===== src/rtl/mantissa_divider.sv =====
// Sequential radix-2 restoring divider for FP significands: QUOTIENT = floor(Xin*2^(q_nbit-1)/Yin),
// one quotient bit per cycle, with sticky, divide-by-zero and overflow flags.
module mantissa_divider #(
  parameter int input_nbit = 24,
  parameter int q_nbit     = 26
) (
  input  logic                  clk,
  input  logic                  rst_n,
  input  logic                  in_valid,
  output logic                  in_ready,
  input  logic [input_nbit-1:0] Xin,
  input  logic [input_nbit-1:0] Yin,
  output logic                  out_valid,
  input  logic                  out_ready,
  output logic [q_nbit-1:0]     QUOTIENT,
  output logic                  sticky,
  output logic                  div_by_zero,
  output logic                  ovf
);

  localparam int CW = $clog2(q_nbit);

  typedef enum logic [1:0] {IDLE, CALC, DONE} state_t;

  typedef struct packed {
    logic [q_nbit-1:0] quot;
    logic              sticky;
    logic              dbz;
    logic              ovf;
  } result_t;

  state_t                state_q, state_d;
  result_t               res_q;
  logic [input_nbit:0]   rem_q;
  logic [input_nbit-1:0] div_q;
  logic [CW-1:0]         cnt_q;

  logic                  y_zero, x_ovf;
  logic [input_nbit:0]   step_r, step_y, step_diff;
  logic                  step_ge;

  assign y_zero = (Yin == '0);
  assign x_ovf  = ({1'b0, Xin} >= {Yin, 1'b0});

  // One shared restoring step. In IDLE it runs on the raw operands so the
  // accept edge already produces the integer bit; that keeps normal latency
  // at q_nbit edges and throughput at q_nbit+1 cycles.
  assign step_r    = (state_q == IDLE) ? {1'b0, Xin} : rem_q;
  assign step_y    = (state_q == IDLE) ? {1'b0, Yin} : {1'b0, div_q};
  assign step_ge   = (step_r >= step_y);
  assign step_diff = step_ge ? (step_r - step_y) : step_r;

  always_ff @(posedge clk or negedge rst_n) begin
    if (!rst_n) state_q <= IDLE;
    else        state_q <= state_d;
  end

  always_comb begin
    state_d = state_q;
    case (state_q)
      IDLE: if (in_valid) state_d = (y_zero || x_ovf) ? DONE : CALC;
      CALC: if (cnt_q == '0) state_d = DONE;
      DONE: if (out_ready) state_d = IDLE;
      default: state_d = IDLE;
    endcase
  end

  always_ff @(posedge clk or negedge rst_n) begin
    if (!rst_n) begin
      res_q <= '0;
      rem_q <= '0;
      div_q <= '0;
      cnt_q <= '0;
    end else begin
      case (state_q)
        IDLE: if (in_valid) begin
          div_q        <= Yin;
          res_q.sticky <= 1'b0;
          res_q.dbz    <= 1'b0;
          res_q.ovf    <= 1'b0;
          if (y_zero) begin
            res_q.quot <= '1;
            res_q.dbz  <= 1'b1;
          end else if (x_ovf) begin
            res_q.quot <= '1;
            res_q.ovf  <= 1'b1;
          end else begin
            res_q.quot <= {{(q_nbit-1){1'b0}}, step_ge};
            rem_q      <= step_diff << 1;
            cnt_q      <= CW'(q_nbit - 2);
          end
        end
        CALC: begin
          // R < 2Y is kept by every step, so the shift never loses a bit.
          res_q.quot <= {res_q.quot[q_nbit-2:0], step_ge};
          rem_q      <= step_diff << 1;
          cnt_q      <= cnt_q - 1'b1;
          if (cnt_q == '0) res_q.sticky <= |step_diff;
        end
        default: ;
      endcase
    end
  end

  assign in_ready    = (state_q == IDLE);
  assign out_valid   = (state_q == DONE);
  assign QUOTIENT    = res_q.quot;
  assign sticky      = res_q.sticky;
  assign div_by_zero = res_q.dbz;
  assign ovf         = res_q.ovf;

endmodule


===== config.mk =====
export PLATFORM = sky130hd
export DESIGN_NAME = mantissa_divider
export DESIGN_NICKNAME = d
export VERILOG_FILES = /design/src/rtl/mantissa_divider.sv
export SDC_FILE = /design/constraint.sdc
export NUM_CORES = 1
export LEC_CHECK = 0
export CAP_MARGIN = 0
export CORE_MARGIN = 4
export CORE_UTILIZATION = 62
export CTS_BUF_LIST = sky130_fd_sc_hd__clkbuf_8
export CTS_CLUSTER_SIZE = 25
export DETAILED_ROUTE_END_ITERATION = 10
export HOLD_SLACK_MARGIN = 0.03
export PLACE_DENSITY_LB_ADDON = 0.05
export SYNTH_ARGS = -nofsm -noshare
export SYNTH_HDL_FRONTEND = slang
export SYNTH_SLANG_ARGS = --single-unit

===== constraint.sdc =====
create_clock -name clk -period 10.25 [get_ports clk]
set_clock_uncertainty 0.2 [all_clocks]
set_input_delay 1.5375 -clock clk [delete_from_list [all_inputs] [get_ports clk]]
set_output_delay 1.5375 -clock clk [all_outputs]
set_load 0.03 [all_outputs]

==> impl_metrics.csv <==
group,metric,value,unit
grt,grt_max_degree,85,
synth,synth-edff-count,0,
detailed_routing,wl_per_cell,20.0,um
cells_and_area,area_growth,16.8,%
place,gp_routability_congestion,0.944,
setup_path,critPathCaptureType,"flop",
synth,yosys_warnings,0,
timing,tightest_slew,1.09,ns
setup_path,cp.required,10.28,ns
floorplanning,dieArea,11600,um2
cts,cts_resized,0,
synth,synth_top_area_share,34.0,%
timing,rsz0062_at_grt,"false",
synth,yosys.area.top_type,"dfrtp_1",
grt,antenna_found_initial,0,
synth,avgSynthCellArea,8.81,um2
detailed_routing,vias,5628,
setup_path,path_class,"reg -> reg",
grt,grt_pass1_wl,28600,um
setup_path,slowest_delay,0.60,ns
timing,fin_crit_sh,53.2,%
setup_path,r2r_start,"state_q[1]",
cells_and_area,finalNetCount,869,
grt,gr-total-overflow,0,
cells_and_area,drive_gt1_share,7.39,%
detailed_routing,drt_wl_total,18000,um
setup_path,critPathLaunch,"state_q[1]",
status,status,"finished, final reports clean",
detailed_routing,dr.pass1.iters,5,
detailed_routing,drt-initial-drc-count,445,
floorplanning,rows,36,
cts,post_cts_buffers,0,
synth,synth_cells,701,
timing,setup_tns,0,ns
setup_path,critPathTopFamily,"simple AND/OR/NAND/NOR gates",
cts,root_buffer,"clkbuf_8",
setup_path,arrival,5.49,ns
setup_path,critPathBufInv,4,
cts,clockBufferDepth,2,
timing,finalWorstPathRequiredPeriod,5.46,ns
cells_and_area,num_antenna_cells,0,
floorplanning,start_util,63.5,%
cts,cts.sinks,84,
synth,syn-num-nets,803,
synth,yosysUniqueCellTypes,61,
timing,max_freq,183,MHz
detailed_routing,vias_per_cell,6.23,
cts,cts_tree,"yes",
setup_path,crit_path_start_kind,"flop",
synth,synth_area_leaders,"dfrtp_1, ha_1, mux2i_1",
timing,final-setup-viol-count,0,
floorplanning,core_area,9730,um2
grt,grt_use_total,31.6,%
cts,clk_pin_slew,0.09,ns
grt,grt_pass1_vias,5564,
timing,slew-limit-headroom,27.2,%
cts,clk_latency,0.36,ns
detailed_routing,ant_nets,0,
synth,synthArstFlopShare,100,%
place,port_buffers,82,
synth,synth_seq_cells,84,
floorplanning,ios,83,
setup_path,crit_chain,"nor2_4 -> buf_4 -> mux2i_1 -> inv_1 -> ha_1 -> nand2_1 -> nor4_1 -> a21boi_0 -> o31ai_2 -> o21bai_2 -> buf_4 -> inv_1 -> nor4b_1 -> a41o_1 -> a31oi_1",
cts,cts.htree.levels,3,
synth,synthFlopType,"dfrtp_1",
timing,drv_slew,0,
cts,hold_buffers,0,
synth,syn_area,6170,um2
floorplanning,die_w,108,um
min_path,hold_path.startpoint,"div_q[21]",
setup_path,regToRegSetupSlack,4.79,ns
detailed_routing,drc,0,
min_path,hp-class,"reg -> reg",
synth,yosysSeqAreaShare,34.0,%
setup_path,cp_max_fo,38,
setup_path,cpMaxStageDelayCell,"buf_4",
timing,finalHoldViolations,0,
floorplanning,die_y,108,um
place,dpl.hpwl,14000,um
cts,cts_made_buffers,9,
run,cap_violations,0,
-- cells in the mapped netlist (3+ instances only) --
| cell type | count |
|---|---|
| dfrtp_1 | 84 |
| nand2_1 | 66 |
| nor2_1 | 62 |
| o21ai_0 | 58 |
| ha_1 | 49 |
| inv_1 | 49 |
| mux2i_1 | 46 |
| a21oi_1 | 37 |
| o22ai_1 | 27 |
| mux2_2 | 20 |
| a21o_1 | 19 |
| clkbuf_1 | 16 |
| xnor2_1 | 16 |
| nand4_1 | 12 |
| nor4_1 | 12 |
| buf_2 | 10 |
| nand3_1 | 10 |
| nor2b_1 | 10 |
| nand2b_1 | 7 |
| o21a_1 | 7 |
| xor2_1 | 7 |
| a31oi_1 | 6 |
| o21bai_1 | 6 |
| nor3_1 | 5 |
| o211ai_1 | 5 |
| buf_6 | 4 |
| a22oi_1 | 3 |
| buf_4 | 3 |
| o31ai_1 | 3 |
-- metrics by stage --
step                      instance area [um2]  cells  hold slack (ns)  util, %  setup WS (ns)
final                                    7210    904            0.288     74.1           4.79
after global routing                     7210    904            0.317     74.1           4.42
after CTS                                7210    904            0.290     74.1           4.90
after detailed placement                 7040    889            0.270     72.3           4.64
after global placement                   7040    889            0.261     72.3           4.79
after floorplan                          6170    701            0.246        -           5.88
-- layer usage --
| layer | track usage (%) | wire [um] | up-vias |
|---|---|---|---|
| li1 | - | - | 2641 |
| met1 | 40.7 | 7560 | 2725 |
| met2 | 55.1 | 9020 | 220 |
| met3 | 4.14 | 963 | 42 |
| met4 | 10.1 | 495 | 0 |
| met5 | 0 | 0 | - |
-- state kept, by name (all words and copies together) (netlist names) --
| name | cells |
|---|---|
| cnt_q | 5 |
| rem_q | 24 |
| state_q | 2 |
| sticky | 1 |
| QUOTIENT | 26 |
| div_by_zero | 1 |
| div_q | 24 |
| ovf | 1 |
-- logic make-up (layout without fill, tap and decap cells) --
kind of cell | Yosys count | count (layout) | share of synthesized area, %
multiplexers | 68 | 68 | 11.5
buffers and inverters | 82 | 152 | 5.86
AO/OA/AOI/OAI | 193 | 193 | 19.7
XOR/XNOR | 23 | 23 | 3.26
adder cells (fa/ha/maj) | 50 | 50 | 10.3
flip-flops | 84 | 84 | 34.0
AND/OR/NAND/NOR | 201 | 201 | 15.3
-- layout make-up --
type | instances | area, um2
Sequential cell | 84 | 2100
Tap cell | 133 | 166
Fill cell | 742 | 2520
Clock inverter | 6 | 48.8
Timing Repair Buffer | 88 | 863
Multi-Input combinational cell | 535 | 3720
Inverter | 49 | 184
Clock buffer | 9 | 124
-- path summary, 6_finish.rpt --
path / depth (start not counted) / end
setup / recovery: 15 / sticky
hold reg to reg: 2 / div_q[21]
hold / removal: 2 / div_q[21]
min in group asynchronous: 1 / rem_q[4]
setup reg to reg: 15 / sticky
max in group asynchronous: 1 / rem_q[24]
-- tightest hold or removal path, delay by kind of cell, from the launching register on --
family / cells / cell delay [ns]
compound gates: 1 / 0.06
simple gates: 1 / 0.04
flops: 1 / 0.35
-- placed cells by master (no fill, tap or decap), types with 2 or more instances in the layout --
cell type        synthesis  routed
nor4_1                  12      12
clkdlybuf4s50_1          0      81
o21ai_0                 58      58
a21boi_0                 2       2
xor2_1                   7       7
a22oi_1                  3       3
o31ai_1                  3       3
nor2b_1                 10      10
nor4b_1                  2       2
and3_1                   2       2
or3_1                    2       2
nand2b_1                 7       7
a31oi_1                  6       6
nand3_1                 10      10
inv_6                    0       2
nor4_2                   2       2
or2_2                    2       2
dfrtp_1                 84      84
clkinvlp_4               0       3
o21a_1                   7       7
a211oi_1                 2       2
mux2_2                  20      20
o211ai_1                 5       5
ha_1                    49      49
clkbuf_8                 0       9
nor3_1                   5       5
nor2_1                  62      60
a21o_1                  19      19
nand3b_1                 2       2
mux2i_1                 46      46
o22ai_1                 27      27
nand4_1                 12      12
a221oi_1                 2       2
o21bai_1                 6       6
buf_4                    3       7
inv_1                   49      49
a21oi_1                 37      37
nand2_1                 66      66
a21oi_2                  2       2
xnor2_1                 16      16
Power is left out: the tool's default activity adds up to more than one toggle a clock period on the data nets, which glitch-free logic cannot reach.
